`src/rtl/uart_tx_fifo.sv`:
```
// Transmit byte FIFO feeding the UART transmitter's wen/din/rdy handshake.
// Absorbs producer bursts; reports fill level, full/empty and a sticky overflow flag.
module uart_tx_fifo #(
  parameter int unsigned DW = 8,
  parameter int unsigned AW = 4
) (
  input  logic          CLK,
  input  logic          RST,
  input  logic          wr_en,
  input  logic [DW-1:0] wr_data,
  output logic          full,
  output logic          empty,
  output logic [AW:0]   count,
  output logic          ovf,
  input  logic          ovf_clr,
  input  logic          tx_rdy,
  output logic          tx_wen,
  output logic [DW-1:0] tx_din
);

  localparam int unsigned Depth = 1 << AW;
  localparam logic [AW:0] FullCnt = {1'b1, {AW{1'b0}}};

  logic [DW-1:0] mem [Depth];

  logic [AW-1:0] wr_ptr_q, wr_ptr_d;
  logic [AW-1:0] rd_ptr_q, rd_ptr_d;
  logic [AW:0]   count_q, count_d;
  logic          ovf_q, ovf_d;
  logic          push, pop;

  // Status comes from the registered count only, so a same-cycle pop never frees a full slot.
  assign full   = (count_q == FullCnt);
  assign empty  = (count_q == '0);
  assign count  = count_q;
  assign ovf    = ovf_q;
  assign tx_wen = ~empty;
  assign tx_din = mem[rd_ptr_q];

  assign push = wr_en & ~full;
  assign pop  = tx_wen & tx_rdy;

  always_comb begin
    wr_ptr_d = wr_ptr_q;
    rd_ptr_d = rd_ptr_q;
    count_d  = count_q;
    ovf_d    = ovf_q;

    if (push) wr_ptr_d = wr_ptr_q + 1'b1;
    if (pop)  rd_ptr_d = rd_ptr_q + 1'b1;

    unique case ({push, pop})
      2'b10:   count_d = count_q + 1'b1;
      2'b01:   count_d = count_q - 1'b1;
      default: count_d = count_q;
    endcase

    // Set wins over clear when both happen together.
    if (wr_en && full)  ovf_d = 1'b1;
    else if (ovf_clr)   ovf_d = 1'b0;
  end

  always_ff @(posedge CLK or posedge RST) begin
    if (RST) begin
      wr_ptr_q <= '0;
      rd_ptr_q <= '0;
      count_q  <= '0;
      ovf_q    <= 1'b0;
    end else begin
      wr_ptr_q <= wr_ptr_d;
      rd_ptr_q <= rd_ptr_d;
      count_q  <= count_d;
      ovf_q    <= ovf_d;
    end
  end

  // Storage is deliberately not reset; stale content is don't-care while empty.
  always_ff @(posedge CLK) begin
    if (push) mem[wr_ptr_q] <= wr_data;
  end

endmodule

```
`config.mk`:
```
export PLATFORM = sky130hd
export DESIGN_NAME = uart_tx_fifo
export DESIGN_NICKNAME = d
export VERILOG_FILES = /design/src/rtl/uart_tx_fifo.sv
export SDC_FILE = /design/constraint.sdc
export NUM_CORES = 1
export LEC_CHECK = 0
export ABC_AREA = 1
export BUFFER_PORTS_ARGS = -buffer_cell sky130_fd_sc_hd__buf_2
export CORE_MARGIN = 10
export CORE_UTILIZATION = 30
export CTS_BUF_LIST = sky130_fd_sc_hd__clkbuf_8
export CTS_CLUSTER_SIZE = 8
export DETAILED_ROUTE_END_ITERATION = 6
export PLACE_DENSITY = 0.42
export SETUP_SLACK_MARGIN = 0.05
export SYNTH_ARGS = -nofsm -noshare
export SYNTH_HDL_FRONTEND = slang
export SYNTH_SLANG_ARGS = --single-unit
```
`constraint.sdc`:
```
create_clock -name CLK -period 1.9 [get_ports CLK]
set_clock_uncertainty 0.15 [all_clocks]
set_input_delay 0.38 -clock CLK [delete_from_list [all_inputs] [get_ports CLK]]
set_output_delay 0.38 -clock CLK [all_outputs]
set_load 0.005 [all_outputs]
```
# Word level (Yosys, flattened, before mapping)
# Memories as Yosys holds them, arrays and structs flattened.
# Cells that the tools add are included.
# W data, S select, Z words.
[totals]
register_bits = 14
ram_bits = 128
out_inout_bits = 17
wordCells = 25
n_memories = 1
[classes]
n_addsub = 4
n_eq_ne = 3
muxes = 5
n_bitwise = 4
reduce_logical = 4
[memory_table]
columns = ["name", "depth", "word_bits", "read_ports", "rd_clocked_by_memory_dff", "write_ports", "line", "rtl"]
rows = [
  ["mem", 16, 8, 1, 0, 1, "24", "logic [DW-1:0] mem [Depth];"],
]
[ops]
columns = ["cell", "count"]
rows = [
  ["$pmux W5 S2", 1],
  ["$add A4 B1 Y4 const B", 2],
  ["$add A5 B1 Y5 const B", 1],
  ["$eq A5 B5 Y1 const B", 1],
  ["$logic_not A5 Y1", 1],
  ["$sub A5 B1 Y5 const B", 1],
  ["$mux W1", 4],
  ["$reduce_bool A2 Y1", 2],
  ["$and A1 B1 Y1", 2],
  ["$eq A2 B1 Y1 const B", 1],
  ["$eq A2 B2 Y1 const B", 1],
  ["$not A1 Y1", 2],
  ["$logic_and A1 B1 Y1", 1],
]

# Depth between registers and ports, before layout
# Gate-level depths: netlist (run 1).
[logic_depth]
word_depth = 5
mapped_depth = 15
mapped_depth_nobuf = 15

# Worst setup path after synthesis (run 1)
# No wires, ideal clock.
[synth_path]
path_type = "flip-flop to flip-flop"
start = "reg count_q[0] (netlist: count[0])"
end = "reg count_q[4] (netlist: count[4])"
arrival_time_ps = 1974
t_required_ps = 1634
path_slack_ps = -340
stages_incl_launch_ff = 12
path_buffers = 0
cell_sequence = "dfrtp_1 -> nor2_1 -> nand4_1 -> nand2_1 -> inv_1 -> ha_1 -> ha_1 -> or2_2 -> nand3_1 -> nand2_1 -> nand2_1 -> nand2_1"
[synth_via]
elab_chain_cells = 5
word_cells_on_any_way = 12
classes_between = "add/sub (2); eq/ne (3); mux (1); bitwise (4); reduce/logical (2)"
[synth_lines]
columns = ["item", "line", "rtl"]
rows = [
  ["start: declaration", "28", "logic [AW:0] count_q, count_d;"],
  ["start signal: assignment", "72", "count_q <= count_d;"],
  ["$logic_not A5 Y1 *", "34", "assign empty = (count_q == '0);"],
  ["$not A1 Y1 *", "37", "assign tx_wen = ~empty;"],
  ["net tx_wen", "17", "output logic tx_wen,"],
  ["$and A1 B1 Y1 *", "41", "assign pop = tx_wen & tx_rdy;"],
  ["net pop", "30", "logic push, pop;"],
  ["$eq A2 B1 Y1 or $eq A2 B2 Y1 (tied branches)", "52", "unique case ({push, pop})"],
  ["$pmux W5 S2 or $reduce_bool A2 Y1 (tied branches)", "-", ""],
]
# The timed path passes the listed nets; every way through them passes the cells marked *.
# A chain may end at the register's enable or synchronous reset.

# Worst setup path after layout (run 1)
[layout_path]
start = "reg rd_ptr_q[0]"
end = "out tx_din[6]"
[layout_via]
elab_chain_cells = 1
[layout_lines]
columns = ["item", "line", "rtl"]
rows = [
  ["start: declaration", "27", "logic [AW-1:0] rd_ptr_q, rd_ptr_d;"],
  ["start signal: assignment", "71", "rd_ptr_q <= rd_ptr_d;"],
  ["$mem_v2 Z16 W8", "-", ""],
  ["end: declaration", "18", "output logic [DW-1:0] tx_din"],
]
# No other way between the ends.

==> results of run 1 <==
-- final timing paths --
check                       startpoint           to  slack [ns]
setup / recovery           rd_ptr_q[0]    tx_din[6]       -0.48
hold / removal                   wr_en          ovf        0.03
setup reg to reg              count[2]     count[4]       -0.16
hold reg to reg                    ovf          ovf        0.38
max in group asynchronous          RST  rd_ptr_q[1]        0.76
min in group asynchronous          RST  wr_ptr_q[0]        0.39
-- repair_timing --
item                                    4_1_cts  5_1_grt
pin swaps                                     7       26
cloned                                        0        8
hold endpoints to repair                     15        0
setup buffers                                 5        5
endpoints found under the setup margin      112      126
hold buffers                                  2        0
resized for setup                            48       67
-- per-stage QoR --
step	instance area [µm²]	worst slack [ns]	cells	utilization
2_1_floorplan	6310	-0.161	628	-
3_3_place_gp	7090	-0.112	950	0.347
3_5_place_dp	7090	-0.141	950	0.347
4_1_cts	7700	-0.471	989	0.377
5_1_grt	8160	-0.565	1002	0.399
6_report	8160	-0.479	1002	0.399
-- registers in the layout, indices dropped and copies added, names as in the netlist --
name      flops
rd_ptr_q      4
mem         128
count         5
ovf           1
wr_ptr_q      4
-- report_power, final --
group / total, µW / switching, µW / internal (µW)
Clock: 2360 / 1110 / 1250
Sequential: 3990 / 182 / 3810
Combinational: 5790 / 3320 / 2470
Total: 12100 / 4620 / 7520
-- cells by family (layout without fill, tap and decap cells) --
| group | after synthesis | after routing | synth area share |
|---|---|---|---|
| simple gates | 368 | 368 | 0.234 |
| fa+ha+maj | 10 | 10 | 0.0211 |
| buf+inv | 95 | 199 | 0.0624 |
| compound gates | 6 | 6 | 0.00478 |
| flops | 142 | 142 | 0.668 |
| xor+xnor | 7 | 7 | 0.00976 |
-- cell usage after synthesis --
master and instances:
sky130_fd_sc_hd__buf_1 1, sky130_fd_sc_hd__buf_2 13, sky130_fd_sc_hd__buf_4 3, sky130_fd_sc_hd__buf_6 1, sky130_fd_sc_hd__clkbuf_1 3, sky130_fd_sc_hd__dfrtp_1 14
sky130_fd_sc_hd__edfxtp_1 128, sky130_fd_sc_hd__fa_1 1, sky130_fd_sc_hd__ha_1 9, sky130_fd_sc_hd__inv_1 71, sky130_fd_sc_hd__inv_2 3, sky130_fd_sc_hd__nand2_1 241
sky130_fd_sc_hd__nand2_2 1, sky130_fd_sc_hd__nand3_1 53, sky130_fd_sc_hd__nand4_1 3, sky130_fd_sc_hd__nor2_1 66, sky130_fd_sc_hd__nor2_4 1, sky130_fd_sc_hd__nor3_1 2
sky130_fd_sc_hd__o21ai_0 6, sky130_fd_sc_hd__or2_2 1, sky130_fd_sc_hd__xnor2_1 3, sky130_fd_sc_hd__xor2_1 4
-- layer usage --
metal,up-vias,track usage
met5,-,0
met4,0,0.0407
met3,16,0.0363
met2,84,0.197
met1,2127,0.156
li1,2197,-
-- layout make-up --
class / count / area, µm²
Timing Repair Buffer: 93 / 941
Clock inverter: 15 / 139
Fill cell: 2041 / 12300
Inverter: 74 / 309
Multi-Input combinational cell: 391 / 2000
Clock buffer: 17 / 234
Tap cell: 270 / 338
Sequential cell: 142 / 4200
-- worst min-delay path, stage by stage --
cell and delay, ns:
sky130_fd_sc_hd__buf_2 0.11, sky130_fd_sc_hd__nand2_1 0.05, sky130_fd_sc_hd__o21ai_0 0.06
==> impl_metrics.xml, run 1 <==
<?xml version="1.0" encoding="UTF-8"?>
<metrics>
  <group name="outcome">
    <metric name="outcome" unit="">complete, but fails checks</metric>
    <metric name="failed_checks" unit="">negative setup slack</metric>
  </group>
  <group name="placed_design">
    <metric name="io_buffers" unit="">29</metric>
    <metric name="place.detailed.hpwl" unit="mm">10.5</metric>
    <metric name="routabilityCongestion" unit="">0.810</metric>
  </group>
  <group name="floorplan">
    <metric name="total_die_area" unit="µm²">27100</metric>
    <metric name="die_height" unit="µm">165</metric>
    <metric name="design.core.area" unit="µm²">20400</metric>
    <metric name="floorplan.initialDensity" unit="">0.307</metric>
    <metric name="die_width" unit="µm">165</metric>
    <metric name="floorplan.rows" unit="">52</metric>
    <metric name="top_level_ports" unit="">30</metric>
  </group>
  <group name="power_and_ir_drop">
    <metric name="leak" unit="µW">0.00349</metric>
    <metric name="power.density_cell_area" unit="nW/µm²">1490</metric>
    <metric name="total_power" unit="µW">12100</metric>
    <metric name="vdd_drop_max" unit="µV">626</metric>
  </group>
  <group name="route">
    <metric name="wl" unit="mm">17.2</metric>
    <metric name="wl_met1" unit="mm">8.00</metric>
    <metric name="wl_met3" unit="µm">874</metric>
    <metric name="met2WireLength" unit="mm">8.04</metric>
    <metric name="ant_nets" unit="">0</metric>
    <metric name="wl_per_cell" unit="µm">17.1</metric>
    <metric name="first_iter_violations" unit="">272</metric>
    <metric name="drc" unit="">0</metric>
    <metric name="route.vias.total" unit="">4424</metric>
    <metric name="top_layer_in_use" unit="">met4</metric>
    <metric name="detail_route.vias_per_cell" unit="">4.42</metric>
    <metric name="detailedRoute.firstPassIterationCount" unit="">4</metric>
  </group>
  <group name="global_route">
    <metric name="grt_antenna_before_repair" unit="">0</metric>
    <metric name="number_of_global_route_vias_before_repair" unit="">4340</metric>
    <metric name="grt_max_degree" unit="">48</metric>
    <metric name="track_usage" unit="">0.123</metric>
    <metric name="grt_pass1_wl" unit="mm">24.8</metric>
    <metric name="globalRoute.totalOverflow" unit="">0</metric>
  </group>
  <group name="cells_and_area">
    <metric name="layout_common_cells" unit="">sky130_fd_sc_hd__nand2_1, sky130_fd_sc_hd__edfxtp_1, sky130_fd_sc_hd__inv_1</metric>
    <metric name="area_growth" unit="%">29.9</metric>
    <metric name="mostFrequentLayoutCell" unit="">sky130_fd_sc_hd__nand2_1</metric>
    <metric name="drive_above_1_share" unit="">0.270</metric>
    <metric name="antenna_cells" unit="">0</metric>
    <metric name="finish.net_count" unit="">742</metric>
  </group>
  <group name="setup_path">
    <metric name="setup.worst_path.start_class" unit="">register</metric>
    <metric name="reg2reg_depth" unit="">14</metric>
    <metric name="path_class" unit="">reg -&gt; out</metric>
    <metric name="crit_cells" unit="">10</metric>
    <metric name="end_kind" unit="">output pin</metric>
    <metric name="critical_path.slowest_cell" unit="">sky130_fd_sc_hd__dfrtp_2</metric>
    <metric name="kind_of_cell_adding_the_most_delay_to_the_critical_path" unit="">buffers and inverters</metric>
    <metric name="critical_path.max_stage_delay" unit="ns">0.42</metric>
    <metric name="crit_required" unit="ns">1.37</metric>
    <metric name="crit_path_frequent_cell" unit="">sky130_fd_sc_hd__nand2_1</metric>
    <metric name="critical_path_fanout_max" unit="">11</metric>
    <metric name="crit_buf_inv" unit="">4</metric>
    <metric name="critical_path_arrival" unit="ns">1.85</metric>
    <metric name="timing.critical_path.cells" unit="">buf_12, buf_8, buf_6, nand2_1, nand2_1, nor2_1, nor2_1, nand2_2, nand2_1, buf_2</metric>
  </group>
  <group name="sta">
    <metric name="final.setup.worst_slack" unit="ns">-0.479</metric>
    <metric name="fmaxAchievable" unit="MHz">420</metric>
    <metric name="finalCriticalPeriod" unit="ns">2.38</metric>
    <metric name="finalMaxSlewViolations" unit="">0</metric>
    <metric name="worst_hold_slack" unit="ns">0.0311</metric>
    <metric name="rsz0062_at_grt" unit="">true</metric>
    <metric name="timing.max_slew.rel_slack" unit="">0.583</metric>
    <metric name="setup_tns" unit="ns">-4.00</metric>
    <metric name="period_share" unit="">1.25</metric>
    <metric name="tightest_slew" unit="ns">0.626</metric>
    <metric name="setup-violations-final" unit="">13</metric>
    <metric name="hold_fails_final_rpt" unit="">0</metric>
  </group>
  <group name="cts">
    <metric name="clock-root-buffer" unit="">sky130_fd_sc_hd__clkbuf_8</metric>
    <metric name="h-tree-depth" unit="">4</metric>
    <metric name="worst_setup_hold_path_clk_slew" unit="ns">0.08</metric>
    <metric name="clock_path_buffers" unit="">2</metric>
    <metric name="number_of_buffers_added_by_the_clock_tree_synthesis_step" unit="">17</metric>
    <metric name="insertion_delay" unit="ns">0.44</metric>
    <metric name="cts_tree" unit="">yes</metric>
    <metric name="clock-sinks" unit="">142</metric>
  </group>
  <group name="synthesis">
    <metric name="number_of_distinct_library_cells_after_synthesis" unit="">22</metric>
    <metric name="netlist_area" unit="µm²">6280</metric>
    <metric name="synthesis.yosys.warnings" unit="">0</metric>
    <metric name="post_synth_main_area_contributors" unit="">sky130_fd_sc_hd__edfxtp_1, sky130_fd_sc_hd__nand2_1, sky130_fd_sc_hd__dfrtp_1, sky130_fd_sc_hd__inv_1, sky130_fd_sc_hd__nand3_1</metric>
    <metric name="synthesis.instances" unit="">628</metric>
    <metric name="synth_top_cell_by_area" unit="">sky130_fd_sc_hd__edfxtp_1</metric>
    <metric name="proportion_of_netlist_area_held_by_the_largest_area_contributor" unit="">0.612</metric>
    <metric name="synth.net_count" unit="">651</metric>
    <metric name="synth-seq-cells" unit="">142</metric>
    <metric name="share_of_synthesized_area_occupied_by_flip_flops_and_latches" unit="">0.668</metric>
    <metric name="synth_area_per_cell" unit="µm²">10.0</metric>
  </group>
  <group name="min_path">
    <metric name="hp-class" unit="">in -&gt; reg</metric>
    <metric name="number_of_cells_traversed_by_the_worst_hold_path" unit="">3</metric>
  </group>
  <group name="flow_run">
    <metric name="timing.max_cap.violations" unit="">0</metric>
  </group>
</metrics>
Note: power is estimated with default switching activity, not from simulation.
==> run 2, diff against run 1 <==
--- a/config.mk
+++ b/config.mk
@@ -12,7 +12,7 @@
 export CTS_BUF_LIST = sky130_fd_sc_hd__clkbuf_8
 export CTS_CLUSTER_SIZE = 8
 export DETAILED_ROUTE_END_ITERATION = 6
-export PLACE_DENSITY = 0.42
+export PLACE_DENSITY = 0.56
 export SETUP_SLACK_MARGIN = 0.05
 export SYNTH_ARGS = -nofsm -noshare
 export SYNTH_HDL_FRONTEND = slang
==> run 2 against run 1 <==
Against the previous run: first-iteration DRC count increased by 9.2%; flip-flop and latch count unchanged; count of clock-buffer cells in the layout unchanged; highest routed layer unchanged; wire length decreased by 11%; utilization decreased by 0.63 points; maximum frequency increased by 1.7%; critical path type unchanged; the flow still finishes with violations (negative setup slack); largest cell class unchanged.
==> impl_metrics.xml, run 2 (synthesis gave the netlist of run 1 again) <==
<?xml version="1.0" encoding="UTF-8"?>
<metrics>
  <group name="route">
    <metric name="route.vias.total" unit="">4349</metric>
    <metric name="detailedRoute.firstPassIterationCount" unit="">4</metric>
    <metric name="wl_per_cell" unit="µm">15.3</metric>
    <metric name="wl" unit="mm">15.3</metric>
    <metric name="detail_route.vias_per_cell" unit="">4.37</metric>
    <metric name="first_iter_violations" unit="">297</metric>
    <metric name="ant_nets" unit="">0</metric>
    <metric name="drc" unit="">0</metric>
  </group>
  <group name="sta">
    <metric name="period_share" unit="">1.23</metric>
    <metric name="finalCriticalPeriod" unit="ns">2.34</metric>
    <metric name="rsz0062_at_grt" unit="">true</metric>
    <metric name="finalMaxSlewViolations" unit="">0</metric>
    <metric name="setup_tns" unit="ns">-3.45</metric>
    <metric name="fmaxAchievable" unit="MHz">428</metric>
    <metric name="setup-violations-final" unit="">12</metric>
    <metric name="timing.max_slew.rel_slack" unit="">0.630</metric>
    <metric name="tightest_slew" unit="ns">0.555</metric>
    <metric name="worst_hold_slack" unit="ns">0.0420</metric>
    <metric name="hold_fails_final_rpt" unit="">0</metric>
    <metric name="final.setup.worst_slack" unit="ns">-0.439</metric>
  </group>
  <group name="cts">
    <metric name="cts_tree" unit="">yes</metric>
    <metric name="clock-sinks" unit="">142</metric>
    <metric name="clock_path_buffers" unit="">2</metric>
    <metric name="clock-root-buffer" unit="">sky130_fd_sc_hd__clkbuf_8</metric>
    <metric name="insertion_delay" unit="ns">0.44</metric>
    <metric name="number_of_buffers_added_by_the_clock_tree_synthesis_step" unit="">17</metric>
    <metric name="worst_setup_hold_path_clk_slew" unit="ns">0.07</metric>
    <metric name="h-tree-depth" unit="">4</metric>
  </group>
  <group name="global_route">
    <metric name="groute.layer.met3.usage" unit="">0.0349</metric>
    <metric name="track_usage" unit="">0.112</metric>
    <metric name="grt_max_degree" unit="">47</metric>
    <metric name="busiest_layer" unit="">met2</metric>
    <metric name="grt_pass1_wl" unit="mm">22.9</metric>
    <metric name="grt_use_met2" unit="">0.181</metric>
    <metric name="grtUsageMet1" unit="">0.141</metric>
    <metric name="grt_antenna_before_repair" unit="">0</metric>
    <metric name="number_of_global_route_vias_before_repair" unit="">4181</metric>
    <metric name="globalRoute.totalOverflow" unit="">0</metric>
  </group>
  <group name="setup_path">
    <metric name="kind_of_cell_adding_the_most_delay_to_the_critical_path" unit="">flip-flops</metric>
    <metric name="crit_buf_inv" unit="">3</metric>
    <metric name="critical_path.slowest_cell" unit="">sky130_fd_sc_hd__dfrtp_2</metric>
    <metric name="critical_path.max_stage_delay" unit="ns">0.47</metric>
    <metric name="setup.worst_path.start_class" unit="">register</metric>
    <metric name="reg2reg_depth" unit="">14</metric>
    <metric name="reg2reg_from" unit="">count[0]</metric>
    <metric name="critical_path_fanout_max" unit="">6</metric>
    <metric name="ff2ff_setup_slack" unit="ns">-0.12</metric>
    <metric name="crit_required" unit="ns">1.37</metric>
    <metric name="rr_endpoint" unit="">count[4]</metric>
    <metric name="end_kind" unit="">output pin</metric>
    <metric name="timing.critical_path.cells" unit="">buf_12, clkbuf_16, nor2_4, nor2_2, nor2_2, nand2_1, nand2_1, buf_2</metric>
    <metric name="critical_path_arrival" unit="ns">1.81</metric>
    <metric name="path_class" unit="">reg -&gt; out</metric>
  </group>
  <group name="floorplan">
    <metric name="floorplan.initialDensity" unit="">0.307</metric>
    <metric name="die_height" unit="µm">165</metric>
    <metric name="die_width" unit="µm">165</metric>
    <metric name="design.core.area" unit="µm²">20400</metric>
    <metric name="floorplan.rows" unit="">52</metric>
    <metric name="total_die_area" unit="µm²">27100</metric>
    <metric name="top_level_ports" unit="">30</metric>
  </group>
  <group name="cells_and_area">
    <metric name="antenna_cells" unit="">0</metric>
    <metric name="layout.cells.non_filler" unit="">996</metric>
    <metric name="area_growth" unit="%">27.9</metric>
    <metric name="largest_register_ffs" unit="">128</metric>
    <metric name="finish.net_count" unit="">736</metric>
    <metric name="drive_above_1_share" unit="">0.282</metric>
    <metric name="biggest_register" unit="">mem</metric>
    <metric name="mostFrequentLayoutCell" unit="">sky130_fd_sc_hd__nand2_1</metric>
    <metric name="layout_common_cells" unit="">sky130_fd_sc_hd__nand2_1, sky130_fd_sc_hd__edfxtp_1, sky130_fd_sc_hd__inv_1</metric>
    <metric name="layout_fillers" unit="">2003</metric>
  </group>
  <group name="placed_design">
    <metric name="placed_cells_incl_taps" unit="">951</metric>
    <metric name="io_buffers" unit="">29</metric>
    <metric name="routabilityCongestion" unit="">0.806</metric>
    <metric name="place.detailed.hpwl" unit="mm">9.63</metric>
  </group>
  <group name="min_path">
    <metric name="number_of_cells_traversed_by_the_worst_hold_path" unit="">3</metric>
    <metric name="min_to" unit="">ovf</metric>
    <metric name="hp-class" unit="">in -&gt; reg</metric>
    <metric name="min-delay-start" unit="">wr_en</metric>
  </group>
  <group name="power_and_ir_drop">
    <metric name="power_report.internal_total" unit="µW">7300</metric>
    <metric name="clock_power_share" unit="">0.213</metric>
    <metric name="total_switching_power" unit="µW">4420</metric>
    <metric name="vdd_drop_max" unit="µV">586</metric>
    <metric name="leak" unit="µW">0.00339</metric>
    <metric name="power.share.sequential" unit="">0.340</metric>
    <metric name="p_sw_frac" unit="">0.377</metric>
    <metric name="power.density_cell_area" unit="nW/µm²">1460</metric>
    <metric name="power.combinational.fraction" unit="">0.447</metric>
  </group>
  <group name="flow_run">
    <metric name="timing.max_cap.violations" unit="">0</metric>
  </group>
  <group name="outcome">
    <metric name="failed_checks" unit="">negative setup slack</metric>
    <metric name="outcome" unit="">complete, but fails checks</metric>
  </group>
</metrics>
-- run 2: worst max path at each step --
| stage | from | endpoint | slack, ns | cells past startpoint |
|---|---|---|---|---|
| global route | rd_ptr_q[0] | tx_din[5] | -0.53 | 9 |
| floorplan | count[0] | count[4] | -0.16 | 11 |
| CTS | rd_ptr_q[0] | tx_din[6] | -0.43 | 9 |
| global placement | count[2] | count[4] | -0.11 | 14 |
| finish | rd_ptr_q[0] | tx_din[6] | -0.44 | 8 |
| detailed placement | count[2] | count[4] | -0.14 | 14 |
-- run 2: layout make-up --
class                   instances  area, µm²  area share
repair buffers                 87        822       0.102
well taps                     270        338      0.0421
flip-flops and latches        142       4200       0.523
inverters                      74        288      0.0358
multi-input cells             391       1980       0.247
clock buffers                  17        234      0.0291
clock inverters                15        171      0.0213
-- run 2: power by group through the flow --
stage | clock network, µW | logic [µW] | registers, µW
after detailed placement | 0 | 4300 | 4040
final | 2490 | 5240 | 3980
after CTS | 2540 | 4560 | 3980
after floorplan | 0 | 2540 | 4040
after global placement | 0 | 4280 | 4040
after global routing | 2690 | 5830 | 4020
-- run 2: timing repair --
action	CTS	global route
gates cloned	0	6
resized for setup	39	66
pin swaps	10	16
endpoints found under the setup margin	110	127
hold endpoints to repair	15	0
hold buffers	2	0
buffers inserted	2	5
-- run 2: through the flow --
step	instance area (µm²)	total power, µW	utilization	setup slack, ns
after floorplan	6310	6580	-	-0.161
after global placement	7100	8310	0.347	-0.113
after detailed placement	7100	8340	0.347	-0.143
after CTS	7670	11100	0.375	-0.433
after global routing	8030	12500	0.393	-0.533
final	8030	11700	0.393	-0.439
-- run 2: per-layer routing --
metal,part of all wire,wire length [µm],up-vias
met5,0,0,-
met4,0.0084,128,0
met3,0.056,859,9
met2,0.49,7530,107
met1,0.44,6730,2050
li1,-,-,2183
-- run 2: tightest hold or removal path: stages --
cell	delay [ns]
sky130_fd_sc_hd__buf_2	0.10
sky130_fd_sc_hd__nand2_1	0.05
sky130_fd_sc_hd__o21ai_0	0.06
